--- src/rtl/uart_pkg.sv ---
// Shared types and helpers for the UART transmit serializer.
package uart_pkg;

  typedef enum logic [2:0] {
    IDLE,
    START,
    DATA,
    PARITY,
    STOP
  } tx_state_t;

  localparam logic [1:0] PARITY_NONE = 2'd0;
  localparam logic [1:0] PARITY_EVEN = 2'd1;
  localparam logic [1:0] PARITY_ODD  = 2'd2;

  localparam int MAX_DATA_W = 9;

  // Narrower words are zero-extended by the caller; zeros do not change the XOR.
  function automatic logic parity_bit(input logic [MAX_DATA_W-1:0] data,
                                      input logic [1:0]            mode);
    case (mode)
      PARITY_EVEN: return ^data;
      PARITY_ODD:  return ~^data;
      default:     return 1'b0;
    endcase
  endfunction

endpackage

--- src/rtl/uart_tx_if.sv ---
// Valid/ready word handshake between the TX byte source and the serializer.
interface uart_tx_if #(
  parameter int DATA_W = 8
);
  logic [DATA_W-1:0] in_data;
  logic              in_valid;
  logic              in_ready;

  modport master (output in_data, output in_valid, input in_ready);
  modport slave  (input in_data, input in_valid, output in_ready);
endinterface

--- src/rtl/uart_tx_hold.sv ---
// One-entry holding register; in_ready is the registered "empty" flag.
module uart_tx_hold #(
  parameter int DATA_W = 8
) (
  input  logic              clk,
  input  logic              rst,
  uart_tx_if.slave          in_if,
  input  logic              pop,
  output logic              full,
  output logic [DATA_W-1:0] data
);

  logic accept;

  // pop is only raised while full and accept only while empty, so they never collide.
  assign accept         = in_if.in_valid && in_if.in_ready;
  assign in_if.in_ready = ~full;

  // NOTE: sequential state uses non-blocking assignments so every flop samples pre-edge values.
  always_ff @(posedge clk) begin
    if (rst) begin
      full <= 1'b0;
    end else if (pop) begin
      full <= 1'b0;
    end else if (accept) begin
      full <= 1'b1;
    end
  end

  // NOTE: the data register is not reset; it is never consumed unless full is set.
  always_ff @(posedge clk) begin
    if (accept) begin
      data <= in_if.in_data;
    end
  end

endmodule

--- src/rtl/uart_tx_serializer.sv ---
// UART transmit PISO: start + DATA_W bits LSB first + optional parity + 1/2 stop bits.
module uart_tx_serializer
  import uart_pkg::*;
#(
  parameter int DATA_W      = 8,
  parameter int PARITY_MODE = 0,
  parameter int STOP_BITS   = 1
) (
  input  logic     clk,
  input  logic     rst,
  input  logic     baud_tick,
  uart_tx_if.slave in_if,
  output logic     tx,
  output logic     busy,
  output logic     frame_done
);

  if (DATA_W < 5 || DATA_W > MAX_DATA_W) begin : g_bad_data_w
    $error("uart_tx_serializer: DATA_W must be 5..9");
  end
  if (PARITY_MODE < 0 || PARITY_MODE > 2) begin : g_bad_parity
    $error("uart_tx_serializer: PARITY_MODE must be 0, 1 or 2");
  end
  if (STOP_BITS < 1 || STOP_BITS > 2) begin : g_bad_stop
    $error("uart_tx_serializer: STOP_BITS must be 1 or 2");
  end

  localparam int               CNT_W     = $clog2(DATA_W + 1);
  localparam logic [CNT_W-1:0] LAST_BIT  = CNT_W'(DATA_W);
  localparam logic             LAST_STOP = 1'(STOP_BITS - 1);
  localparam logic [1:0]       MODE      = 2'(PARITY_MODE);

  tx_state_t         state_q, state_d;
  logic [DATA_W-1:0] shift_q, shift_d;
  logic [CNT_W-1:0]  bit_cnt_q, bit_cnt_d;
  logic              stop_cnt_q, stop_cnt_d;
  logic              parity_q, parity_d;
  logic              tx_q, tx_d;
  logic              done_q, done_d;
  logic              load, pop, hold_full;
  logic [DATA_W-1:0] hold_data;

  uart_tx_hold #(.DATA_W(DATA_W)) u_hold (
    .clk  (clk),
    .rst  (rst),
    .in_if(in_if),
    .pop  (pop),
    .full (hold_full),
    .data (hold_data)
  );

  always_ff @(posedge clk) begin
    if (rst) begin
      state_q    <= IDLE;
      shift_q    <= '0;
      bit_cnt_q  <= '0;
      stop_cnt_q <= 1'b0;
      parity_q   <= 1'b0;
      tx_q       <= 1'b1;
      done_q     <= 1'b0;
    end else begin
      state_q    <= state_d;
      shift_q    <= shift_d;
      bit_cnt_q  <= bit_cnt_d;
      stop_cnt_q <= stop_cnt_d;
      parity_q   <= parity_d;
      tx_q       <= tx_d;
      done_q     <= done_d;
    end
  end

  always_comb begin
    // NOTE: every output gets a default first so no path can infer a latch.
    state_d    = state_q;
    shift_d    = shift_q;
    bit_cnt_d  = bit_cnt_q;
    stop_cnt_d = stop_cnt_q;
    parity_d   = parity_q;
    tx_d       = tx_q;
    done_d     = 1'b0;
    load       = 1'b0;
    pop        = 1'b0;

    if (baud_tick) begin
      unique case (state_q)
        IDLE: begin
          tx_d = 1'b1;
          load = hold_full;
        end
        START: begin
          tx_d      = shift_q[0];
          shift_d   = shift_q >> 1;
          bit_cnt_d = CNT_W'(1);
          state_d   = DATA;
        end
        DATA: begin
          if (bit_cnt_q != LAST_BIT) begin
            tx_d      = shift_q[0];
            shift_d   = shift_q >> 1;
            bit_cnt_d = bit_cnt_q + 1'b1;
          end else if (MODE != PARITY_NONE) begin
            tx_d    = parity_q;
            state_d = PARITY;
          end else begin
            tx_d       = 1'b1;
            stop_cnt_d = 1'b0;
            state_d    = STOP;
          end
        end
        PARITY: begin
          tx_d       = 1'b1;
          stop_cnt_d = 1'b0;
          state_d    = STOP;
        end
        STOP: begin
          if (stop_cnt_q == LAST_STOP) begin
            done_d = 1'b1;
            if (hold_full) begin
              load = 1'b1;
            end else begin
              tx_d    = 1'b1;
              state_d = IDLE;
            end
          end else begin
            stop_cnt_d = stop_cnt_q + 1'b1;
          end
        end
        default: begin
          tx_d    = 1'b1;
          state_d = IDLE;
        end
      endcase
    end

    // Shared by IDLE and the back-to-back path out of STOP.
    if (load) begin
      pop       = 1'b1;
      shift_d   = hold_data;
      parity_d  = parity_bit(MAX_DATA_W'(hold_data), MODE);
      bit_cnt_d = '0;
      tx_d      = 1'b0;
      state_d   = START;
    end
  end

  assign tx         = tx_q;
  assign frame_done = done_q;
  assign busy       = (state_q != IDLE) || hold_full;

endmodule

--- src/flat_wrapper.sv ---
// flat-port wrapper written by rule: the top's interface ports become plain ports
module uart_tx_serializer_flat import uart_pkg::*;
#(
  parameter int DATA_W      = 8,
  parameter int PARITY_MODE = 0,
  parameter int STOP_BITS   = 1
)
  (clk, rst, baud_tick, tx, busy, frame_done, in_if_in_data, in_if_in_valid, in_if_in_ready);
  uart_tx_if #(.DATA_W(DATA_W)) in_if_i ();
  input  logic clk;
  input  logic rst;
  input  logic baud_tick;
  output logic tx;
  output logic busy;
  output logic frame_done;
  input wire logic [$bits(in_if_i.in_data)-1:0] in_if_in_data;
  input wire logic [$bits(in_if_i.in_valid)-1:0] in_if_in_valid;
  output wire logic [$bits(in_if_i.in_ready)-1:0] in_if_in_ready;
  assign in_if_i.in_data = in_if_in_data;
  assign in_if_i.in_valid = in_if_in_valid;
  assign in_if_in_ready = in_if_i.in_ready;
  uart_tx_serializer #(.DATA_W(DATA_W), .PARITY_MODE(PARITY_MODE), .STOP_BITS(STOP_BITS)) u_core (.clk(clk), .rst(rst), .baud_tick(baud_tick), .in_if(in_if_i), .tx(tx), .busy(busy), .frame_done(frame_done));
endmodule
--- config.mk ---
export PLATFORM = sky130hd
export DESIGN_NAME = uart_tx_serializer_flat
export DESIGN_NICKNAME = d
export VERILOG_FILES = /design/src/rtl/uart_pkg.sv /design/src/rtl/uart_tx_if.sv /design/src/rtl/uart_tx_hold.sv /design/src/rtl/uart_tx_serializer.sv /design/src/flat_wrapper.sv
export SDC_FILE = /design/constraint.sdc
export NUM_CORES = 1
export LEC_CHECK = 0
export CAP_MARGIN = 10
export CELL_PAD_IN_SITES_DETAIL_PLACEMENT = 0
export CELL_PAD_IN_SITES_GLOBAL_PLACEMENT = 1
export CORE_UTILIZATION = 35
export DETAILED_ROUTE_END_ITERATION = 10
export GPL_TIMING_DRIVEN = 0
export PLACE_DENSITY = 0.76
export SYNTH_ARGS = -nofsm -noshare
export SYNTH_HDL_FRONTEND = slang
export SYNTH_HIERARCHICAL = 1
export SYNTH_SLANG_ARGS = --single-unit
--- constraint.sdc ---
create_clock -name clk -period 1.5 [get_ports clk]
set_input_delay 0.3 -clock clk [delete_from_list [all_inputs] [get_ports clk]]
set_output_delay 0.3 -clock clk [all_outputs]
set_load 0.01 [all_outputs]
==> flow_summary_export.csv, run 1 <==
group,metric,value,unit
routing,firstDrtPassIters,4,
timing,finalSetupViolCount,0,
yosys,yosysWarningCount,6,
critical_path,category_of_cells_accounting_for_the_largest_share_of_critical_path_delay,"buffers and inverters",
routing,detailedRoute.firstIterationViolations,38,
floorplan,start_util,0.374,
critical_path,end_of_the_worst_register_to_register_path,"u_core/shift_q[2]$_SDFFE_PP0P_",
run,timing.max_cap.violations,0,
final_layout,diodes,0,
cts,path_clk_slew,0.15,ns
min_path,worst_hold_path.num_cells,2,
critical_path,worst_r2r_path_depth,5,
final_layout,layout.filler_cells,294,
yosys,ys_seq_elements,26,
cts,cts.root.buffer_cell,"sky130_fd_sc_hd__clkbuf_4",
timing,maxSlewViolCount,0,
routing,route.detailed.wl_per_inst,12.1,um
final_layout,final_cell_mix,"sky130_fd_sc_hd__dfxtp_1 (14), sky130_fd_sc_hd__nor2_1 (11), sky130_fd_sc_hd__nand2_1 (11)",
critical_path,path_max_fanout,10,
pwr,power_density,973,nW/um^2
yosys,ys_dominant_reg_cell,"sky130_fd_sc_hd__dfxtp_1",
timing,timing.final.crit_share,0.951,
critical_path,critPathRequiredTime,1.73,ns
critical_path,crit_path_top_delay_cell,"sky130_fd_sc_hd__dfxtp_1",
final_layout,layout.nets,152,
final_layout,final_common_cell,"sky130_fd_sc_hd__dfxtp_1",
global_route,first_pass_grt_wire_length,3.88,mm
cts,clk-insertion-delay-late,0.33,ns
yosys,synth_cell_type_count,39,
critical_path,reg2reg_setup_slack,0.07,ns
critical_path,endpoint_kind,"flip-flop",
critical_path,startpoint_type,"flip-flop",
routing,route.vias.total,884,
min_path,hold_end,"u_core/frame_done$_SDFF_PP0_",
timing,report.final.hold_viol_count,0,
cts,h_tree_depth,1,
routing,drt_drc_violations_left,0,
final_layout,area_growth,31.9,%
timing,clock-skew-final,0.0119,ns
global_route,gr-usage-all-layers,0.151,
min_path,timing.hold.worst.start,"baud_tick",
floorplan,core_area,3080,sq um
placed_design,gpl.final_weighted_congestion,0.758,
global_route,antenna_found_initial,0,
cts,clkSinkCount,26,
pwr,power.leakage,0.560,nW
global_route,grt_pass1_vias,829,
status,outcome,"finished clean",
min_path,worst_hold_path_type,"input pin to flip-flop",
timing,rsz0062_at_grt,"true",
floorplan,floorplan.die.height,59.4,um
timing,fmax,0.701,GHz
critical_path,path_cells,"buf_6, nand4bb_1, clkbuf_4, nand2_1, o221a_2",
yosys,synth_sequential_area_ratio,0.521,
timing,layout_min_cycle_time,1.43,ns
final_layout,fin_util,0.494,
cts,cts-buffers-inserted,3,
final_layout,final_layout_size_suffix_gt1_frac,0.277,
critical_path,path_buf_inv,2,
critical_path,crit_arrival,1.66,ns
yosys,syn_nets,125,
yosys,postSynthAreaPerCell,10.4,sq um
yosys,async_reset_ff_frac,0,
critical_path,reg2reg_from,"u_core/state_q[0]$_SDFFE_PP0P_",
placed_design,place.detailed.hpwl,1.51,mm
pwr,finalPower,1.48,mW
routing,vias_per_cell,4.88,
placed_design,placement.setup.worst_slack,-0.378,ns
timing,fin_ws,0.0739,ns
cts,cts_max_path_buffers,2,
critical_path,slowest_delay,0.35,ns
floorplan,rows,20,
routing,antenna_left,0,
placed_design,quantity_of_i_o_buffers_inserted_on_ports,15,
pwr,vdd_drop_max,0.000557,V
critical_path,timing_worst_setup_path_type,"flip-flop to flip-flop",
routing,total_wire_length_after_detailed_routing,2.20,mm
floorplan,die_area,3530,sq um
yosys,syn_area,1150,sq um
timing,max_slew_margin,0.640,
yosys,synth_edf_count,8,
cts,tritoncts,"yes",
floorplan,design.portCount,16,
floorplan,die_width,59.4,um
global_route,grt.overflow.total,0,
global_route,grt_max_degree,16,
timing,worst_slew_pin_slew,0.535,ns
yosys,synthesis.instances,111,
==> how the worst max path moves through the flow <==
stage          cells past startpoint                               end                             start  slack [ns]
3_5_place_dp                       5  u_core/bit_cnt_q[0]$_SDFFE_PP0P_                         baud_tick       -0.38
5_1_grt                            5    u_core/shift_q[2]$_SDFFE_PP0P_    u_core/state_q[0]$_SDFFE_PP0P_      0.0008
3_3_place_gp                       5  u_core/bit_cnt_q[0]$_SDFFE_PP0P_                         baud_tick       -0.35
4_1_cts                            4                              busy    u_core/state_q[1]$_SDFFE_PP0P_       -0.08
2_1_floorplan                      6  u_core/bit_cnt_q[0]$_SDFFE_PP0P_  u_core/bit_cnt_q[0]$_SDFFE_PP0P_        0.08
6_report                           5    u_core/shift_q[2]$_SDFFE_PP0P_    u_core/state_q[0]$_SDFFE_PP0P_        0.07
==> layout make-up <==
cell class	count	area (sq um)	area share
multi-input combinational	72	529	0.348
inverter	8	36.3	0.0239
sequential	26	608	0.400
buffer	5	45.0	0.0296
timing repair buffer	22	194	0.128
tap	44	55.1	0.0362
clock buffer	3	22.5	0.0148
clock inverter	1	30.0	0.0198
==> per-layer routing <==
metal | vias to the layer above | part of all wire | GRT usage
met3 | 4 | 0.025 | 0.0284
li1 | 453 | - | -
met5 | - | 0 | 0
met2 | 13 | 0.48 | 0.223
met1 | 414 | 0.49 | 0.207
met4 | 0 | 0.011 | 0.0816
==> cells in the mapped netlist, types with 2 or more instances <==
| cell type | instances | share of area |
|---|---|---|
| sky130_fd_sc_hd__o221a_2 | 3 | 0.029 |
| sky130_fd_sc_hd__nor2_1 | 12 | 0.039 |
| sky130_fd_sc_hd__nor2b_1 | 2 | 0.011 |
| sky130_fd_sc_hd__nor3_1 | 4 | 0.017 |
| sky130_fd_sc_hd__a22oi_1 | 3 | 0.020 |
| sky130_fd_sc_hd__nand3_1 | 4 | 0.017 |
| sky130_fd_sc_hd__edfxtp_1 | 8 | 0.21 |
| sky130_fd_sc_hd__inv_1 | 7 | 0.023 |
| sky130_fd_sc_hd__nand4_1 | 2 | 0.011 |
| sky130_fd_sc_hd__ha_1 | 2 | 0.022 |
| sky130_fd_sc_hd__dfxtp_1 | 18 | 0.31 |
| sky130_fd_sc_hd__nand2_1 | 11 | 0.036 |
| sky130_fd_sc_hd__buf_6 | 2 | 0.020 |
| sky130_fd_sc_hd__a21oi_1 | 8 | 0.035 |
==> power by group <==
part	switching, mW	internal [mW]
combinational	0.106	0.104
clock	0.217	0.270
sequential	0.0179	0.765
total	0.340	1.14
==> repair_timing <==
| action | CTS | global route |
|---|---|---|
| gates cloned | 1 | 0 |
| resized for setup | 12 | 15 |
| hold buffers | 0 | 0 |
| pin swaps | 1 | 2 |
| setup buffers | 4 | 2 |
| endpoints found under the setup margin | 12 | 8 |
==> metrics by stage <==
stage	area, sq um	hold slack, ns	std cells	TNS, ns
global placement	1360	0.453	170	-5.16
floorplan	1150	0.371	111	0
CTS	1450	0.482	179	-0.0752
detailed placement	1360	0.463	170	-5.48
finish	1520	0.410	181	0
global route	1520	0.401	181	0
==> flip-flops by register name, indices dropped and copies added, names as in the netlist <==
register and count:
u_core/bit_cnt_q 4, u_core/frame_done 1, u_core/u_hold/data 8, u_core/u_hold/full 1, u_core/state_q 3, u_core/tx 1, u_core/shift_q 8
==> cells by family (layout without fill, tap and decap cells) <==
family	after synthesis	after routing	synth area share
compound gates	21	21	0.135
xor+xnor	3	3	0.0391
fa+ha+maj	2	2	0.0217
buf+inv	13	39	0.0597
flops	26	26	0.521
mux	1	1	0.00869
simple gates	45	45	0.215
==> worst reg2reg max path, stage by stage, from the launching register on <==
cell and delay, ns:
sky130_fd_sc_hd__dfxtp_1 0.35, sky130_fd_sc_hd__buf_6 0.16, sky130_fd_sc_hd__nand4bb_1 0.22, sky130_fd_sc_hd__clkbuf_4 0.23, sky130_fd_sc_hd__nand2_1 0.11, sky130_fd_sc_hd__o221a_2 0.26
Power figures use the tool's default switching activity.
==> run 2: changes to the inputs <==
--- a/config.mk
+++ b/config.mk
@@ -11,6 +11,7 @@
 export CORE_UTILIZATION = 35
 export DETAILED_ROUTE_END_ITERATION = 10
 export GPL_TIMING_DRIVEN = 0
+export MAX_ROUTING_LAYER = met4
 export PLACE_DENSITY = 0.76
 export SYNTH_ARGS = -nofsm -noshare
 export SYNTH_HDL_FRONTEND = slang
==> run 2 against run 1 <==
Non-clock buffer count unchanged. First-iteration DRC count unchanged. Maximum frequency hardly changed. Largest cell class unchanged. Wire length hardly changed. Combinational power barely moved. Worst hold slack about the same. Setup slack barely moved. Register-to-register slack hardly changed. Clock power about the same. Cell count stayed put. Die area unchanged. Clock skew barely moved. Largest power group unchanged.
==> flow_summary_export.csv, run 2 (synthesis results as in run 1) <==
group,metric,value,unit
timing,finalSetupViolCount,0,
final_layout,area.sequential,608,sq um
critical_path,reg2reg_setup_slack,0.07,ns
pwr,finalPower,1.48,mW
placed_design,placement.setup.worst_slack,-0.378,ns
final_layout,multi_input_area,529,sq um
min_path,timing.hold.worst.start,"baud_tick",
critical_path,end_of_the_worst_register_to_register_path,"u_core/shift_q[2]$_SDFFE_PP0P_",
cts,path_clk_slew,0.15,ns
cts,clk-insertion-delay-late,0.33,ns
floorplan,design.portCount,16,
cts,cts.hold.buffers_added,0,
timing,maxSlewViolCount,0,
critical_path,critPathRequiredTime,1.73,ns
timing,max_slew_margin,0.640,
routing,top_layer,"met4",
timing,clock-skew-final,0.0121,ns
timing,worst_slew_pin_slew,0.535,ns
final_layout,stdcell_count,181,
final_layout,top_registers,"u_core/shift_q x8, u_core/u_hold/data x8, u_core/bit_cnt_q x4",
routing,firstDrtPassIters,4,
critical_path,endpoint_kind,"flip-flop",
floorplan,floorplan.die.height,59.4,um
pwr,vdd_drop_max,0.000558,V
critical_path,crit_arrival,1.66,ns
cts,cts.root.buffer_cell,"sky130_fd_sc_hd__clkbuf_4",
critical_path,timing_worst_setup_path_type,"flip-flop to flip-flop",
pwr,power_density,974,nW/um^2
placed_design,gpl.final_weighted_congestion,0.768,
cts,clkSinkCount,26,
final_layout,final_cell_mix,"sky130_fd_sc_hd__dfxtp_1 (14), sky130_fd_sc_hd__nor2_1 (11), sky130_fd_sc_hd__nand2_1 (11)",
cts,cts-buffers-inserted,3,
routing,vias_per_cell,4.87,
floorplan,die_width,59.4,um
global_route,grt.overflow.total,0,
timing,fin_ws,0.0735,ns
min_path,worst_hold_path_type,"input pin to flip-flop",
routing,m1WireLength,1.07,mm
floorplan,die_area,3530,sq um
routing,total_wire_length_after_detailed_routing,2.20,mm
min_path,worst_hold_path.num_cells,2,
critical_path,reg2reg_from,"u_core/state_q[0]$_SDFFE_PP0P_",
timing,layout_min_cycle_time,1.43,ns
global_route,grt_pass1_vias,829,
cts,tritoncts,"yes",
final_layout,area_growth,31.9,%
final_layout,layout.nets,152,
timing,rsz0062_at_grt,"true",
global_route,antenna_found_initial,0,
routing,route.vias.total,881,
placed_design,place.detailed.hpwl,1.51,mm
routing,met3RoutedLength,55,um
min_path,hold_end,"u_core/frame_done$_SDFF_PP0_",
routing,antenna_left,0,
placed_design,quantity_of_i_o_buffers_inserted_on_ports,15,
final_layout,layout.filler_cells,294,
critical_path,startpoint_type,"flip-flop",
cts,h_tree_depth,1,
global_route,gr-usage-all-layers,0.155,
final_layout,diodes,0,
routing,met2RoutedLength,1.05,mm
critical_path,path_max_fanout,10,
timing,hold_ws,0.410,ns
final_layout,final_layout_size_suffix_gt1_frac,0.277,
floorplan,start_util,0.374,
global_route,first_pass_grt_wire_length,3.88,mm
floorplan,rows,20,
routing,detailedRoute.firstIterationViolations,38,
routing,route.detailed.wl_per_inst,12.1,um
floorplan,core_area,3080,sq um
cts,cts_max_path_buffers,2,
critical_path,worst_r2r_path_depth,5,
run,timing.max_cap.violations,0,
placed_design,placed_cells_incl_taps,170,
timing,fmax,0.701,GHz
global_route,grt_max_degree,16,
final_layout,fin_util,0.494,
final_layout,final_common_cell,"sky130_fd_sc_hd__dfxtp_1",
timing,timing.final.crit_share,0.951,
status,outcome,"finished clean",
timing,report.final.hold_viol_count,0,
pwr,power.leakage,0.560,nW
routing,drt_drc_violations_left,0,
==> run 2: cell counts in the layout (fill, tap and decap cells not counted) <==
No cell type changed its count.
==> run 2: cell type report <==
class,instances,share of cell area
clock buffer,3,0.0148
sequential,26,0.400
multi-input combinational,72,0.348
buffer,5,0.0296
timing repair buffer,22,0.128
inverter,8,0.0239
tap,44,0.0362
clock inverter,1,0.0198
==> run 2: repair_timing <==
action	CTS	global route
resized for setup	12	15
setup buffers	4	2
endpoints found under the setup margin	12	8
cloned	1	0
pin swaps	1	2
endpoints found under the hold margin	0	0
==> run 2: worst max path at each step <==
stage / start / endpoint / slack, ns / cells after the start
after floorplan: u_core/bit_cnt_q[0]$_SDFFE_PP0P_ / u_core/bit_cnt_q[0]$_SDFFE_PP0P_ / 0.08 / 6
after global placement: baud_tick / u_core/bit_cnt_q[0]$_SDFFE_PP0P_ / -0.35 / 5
after detailed placement: baud_tick / u_core/bit_cnt_q[0]$_SDFFE_PP0P_ / -0.38 / 5
after CTS: u_core/state_q[1]$_SDFFE_PP0P_ / busy / -0.08 / 4
after global routing: u_core/state_q[0]$_SDFFE_PP0P_ / u_core/shift_q[2]$_SDFFE_PP0P_ / 0.0008 / 5
final: u_core/state_q[0]$_SDFFE_PP0P_ / u_core/shift_q[2]$_SDFFE_PP0P_ / 0.07 / 5
==> run 2: stage by stage <==
stage	cell area, sq um	TNS (ns)
6_report	1520	0
5_1_grt	1520	0
4_1_cts	1450	-0.0752
3_5_place_dp	1360	-5.48
3_3_place_gp	1360	-5.16
2_1_floorplan	1150	0
==> run 2: critical path, stage by stage, from the launching register on <==
cell,delay [ns]
sky130_fd_sc_hd__dfxtp_1,0.35
sky130_fd_sc_hd__buf_6,0.16
sky130_fd_sc_hd__nand4bb_1,0.21
sky130_fd_sc_hd__clkbuf_4,0.23
sky130_fd_sc_hd__nand2_1,0.11
sky130_fd_sc_hd__o221a_2,0.26
==> run 2: layer usage <==
layer | up-vias | track usage
met1 | 411 | 0.207
met2 | 13 | 0.223
met4 | 0 | 0.0816
met5 | - | -
li1 | 453 | -
met3 | 4 | 0.0284
==> run 2: where the power goes <==
group          internal [mW]  leakage [nW]  switching (mW)
Clock                  0.270        0.0279           0.217
Sequential             0.765         0.225          0.0179
Combinational          0.104         0.307           0.106
Total                   1.14         0.560           0.341
==> run 3: changes to the inputs <==
--- a/config.mk
+++ b/config.mk
@@ -8,11 +8,11 @@
 export CAP_MARGIN = 10
 export CELL_PAD_IN_SITES_DETAIL_PLACEMENT = 0
 export CELL_PAD_IN_SITES_GLOBAL_PLACEMENT = 1
-export CORE_UTILIZATION = 35
+export CORE_UTILIZATION = 37
 export DETAILED_ROUTE_END_ITERATION = 10
 export GPL_TIMING_DRIVEN = 0
 export MAX_ROUTING_LAYER = met4
-export PLACE_DENSITY = 0.76
+export PLACE_DENSITY = 0.79
 export SYNTH_ARGS = -nofsm -noshare
 export SYNTH_HDL_FRONTEND = slang
 export SYNTH_HIERARCHICAL = 1
==> run 3 against run 2 <==
The flow now finishes with violations (design-rule violations). Core utilization rose by 4.3 points. Largest cell class unchanged. Highest routed layer unchanged. Sequential power is essentially flat. Wire length up 6.1%. Critical endpoint is now u_core/bit_cnt_q[0]$_SDFFE_PP0P_.
==> flow_summary_export.csv, run 3 (synthesis results as in run 1) <==
group,metric,value,unit
final_layout,fin_util,0.537,
critical_path,startpoint_type,"flip-flop",
timing,max_slew_margin,0.520,
run,timing.max_cap.violations,0,
timing,fmax,0.676,GHz
timing,maxSlewViolCount,0,
final_layout,final_cell_mix,"sky130_fd_sc_hd__dfxtp_1 (13), sky130_fd_sc_hd__nor2_1 (11), sky130_fd_sc_hd__nand2_1 (11)",
final_layout,layout.nets,155,
cts,h_tree_depth,1,
cts,cts.root.buffer_cell,"sky130_fd_sc_hd__clkbuf_4",
critical_path,path_cells,"inv_4, ha_4, nand4b_1, nand3_4, buf_6, a2111oi_4",
pwr,fraction_of_power_consumed_by_the_clock_network,0.326,
critical_path,timing_worst_setup_path_type,"flip-flop to flip-flop",
final_layout,top_registers,"u_core/shift_q x8, u_core/u_hold/data x8, u_core/bit_cnt_q x4",
floorplan,floorplan.die.height,57.8,um
min_path,worst_hold_path_type,"input pin to flip-flop",
cts,path_clk_slew,0.14,ns
timing,fin_ws,0.0213,ns
pwr,internal-power,1.14,mW
placed_design,placement.setup.worst_slack,-0.366,ns
status,violations_in_the_final_reports,"design-rule violations",
floorplan,design.portCount,16,
final_layout,layout.filler_cells,263,
final_layout,multi_input_area,527,sq um
critical_path,slowest_delay,0.38,ns
global_route,first_pass_grt_wire_length,3.93,mm
pwr,finalPower,1.48,mW
pwr,vdd_drop_max,0.000622,V
global_route,grt.overflow.total,0,
floorplan,start_util,0.404,
routing,vias_per_cell,5.32,
timing,clock-skew-final,0.00433,ns
cts,cts-buffers-inserted,3,
global_route,gr-usage-all-layers,0.159,
pwr,power.leakage,0.589,nW
floorplan,die_area,3340,sq um
routing,route.detailed.wl_per_inst,13.6,um
pwr,switching_power_as_a_share_of_total_power,0.227,
timing,layout_min_cycle_time,1.48,ns
cts,cts.hold.buffers_added,0,
floorplan,core_area,2850,sq um
critical_path,crit_arrival,1.71,ns
timing,worst_slew_pin_slew,0.719,ns
routing,firstDrtPassIters,7,
final_layout,area.sequential,609,sq um
routing,total_wire_length_after_detailed_routing,2.33,mm
final_layout,area_growth,32.9,%
routing,drt_drc_violations_left,1,
pwr,power_frac_seq,0.531,
timing,setup_total_negative_slack,0,ns
timing,hold_ws,0.407,ns
global_route,antenna_found_initial,0,
final_layout,final_common_cell,"sky130_fd_sc_hd__dfxtp_1",
pwr,power_density,965,nW/um^2
cts,clk-insertion-delay-late,0.32,ns
routing,route.vias.total,909,
placed_design,quantity_of_i_o_buffers_inserted_on_ports,15,
routing,detailedRoute.firstIterationViolations,34,
final_layout,final_layout_size_suffix_gt1_frac,0.286,
critical_path,critPathRequiredTime,1.73,ns
pwr,power.switching,0.335,mW
timing,timing.final.crit_share,0.986,
placed_design,place.detailed.hpwl,1.58,mm
status,outcome,"finished, violations left",
global_route,grt_max_degree,16,
cts,clkSinkCount,26,
floorplan,rows,19,
timing,report.final.hold_viol_count,0,
routing,antenna_left,0,
critical_path,crit_path_top_delay_cell,"sky130_fd_sc_hd__dfxtp_2",
pwr,logic_pwr_share,0.142,
final_layout,diodes,0,
cts,tritoncts,"yes",
placed_design,gpl.final_weighted_congestion,0.780,
cts,cts_max_path_buffers,2,
global_route,grt_pass1_vias,897,
floorplan,die_width,57.8,um
timing,finalSetupViolCount,0,
critical_path,path_max_fanout,5,
critical_path,endpoint_kind,"flip-flop",
run 3: cell type report:
cell class	count	area share
flip-flops and latches	26	0.398
multi-input cells	72	0.344
repair buffers	25	0.145
plain buffers	5	0.0294
well taps	31	0.0253
inverters	8	0.0237
clock inverters	1	0.0196
clock buffers	3	0.0147
run 3: worst paths after layout:
check                                   start                                to  slack, ns  cells past startpoint
min                                 baud_tick            u_core/tx$_SDFFE_PP1P_       0.41                      3
max          u_core/bit_cnt_q[0]$_SDFFE_PP0P_  u_core/bit_cnt_q[0]$_SDFFE_PP0P_       0.02                      6
min reg2reg    u_core/shift_q[5]$_SDFFE_PP0P_    u_core/shift_q[5]$_SDFFE_PP0P_       0.48                      2
max reg2reg  u_core/bit_cnt_q[0]$_SDFFE_PP0P_  u_core/bit_cnt_q[0]$_SDFFE_PP0P_       0.02                      6
run 3: power groups by stage:
stage	clock network [mW]	logic [mW]	registers, mW
2_1_floorplan	0	0.113	0.795
3_3_place_gp	0	0.184	0.798
3_5_place_dp	0	0.187	0.800
4_1_cts	0.494	0.188	0.784
5_1_grt	0.518	0.230	0.791
6_report	0.482	0.210	0.785
run 3: through the flow:
step / cells / area [sq um]
finish: 171 / 1530
global route: 171 / 1530
CTS: 164 / 1420
detailed placement: 157 / 1340
global placement: 157 / 1340
floorplan: 111 / 1150
run 3: per-layer routing:
metal / vias to the layer above / wire, um / global-route usage
met5: - / 0 / -
met4: 0 / 17 / 0.0408
met3: 2 / 77 / 0.0513
met2: 15 / 1200 / 0.264
met1: 438 / 1040 / 0.184
li1: 454 / - / -
run 3: worst max-delay path: cells and delay by family (launching register included):
family,cells,cell delay [ns]
flip-flops,1,0.38
adder cells (fa/ha/maj),1,0.15
buffers and inverters,2,0.22
AO/OA/AOI/OAI,1,0.33
AND/OR/NAND/NOR,2,0.31
run 3: repair_timing:
action,in CTS,in global routing
cloned,1,0
pin swaps,1,2
gates resized for setup,10,18
endpoints found under the hold margin,0,0
setup endpoints to repair,6,14
buffers inserted,2,7
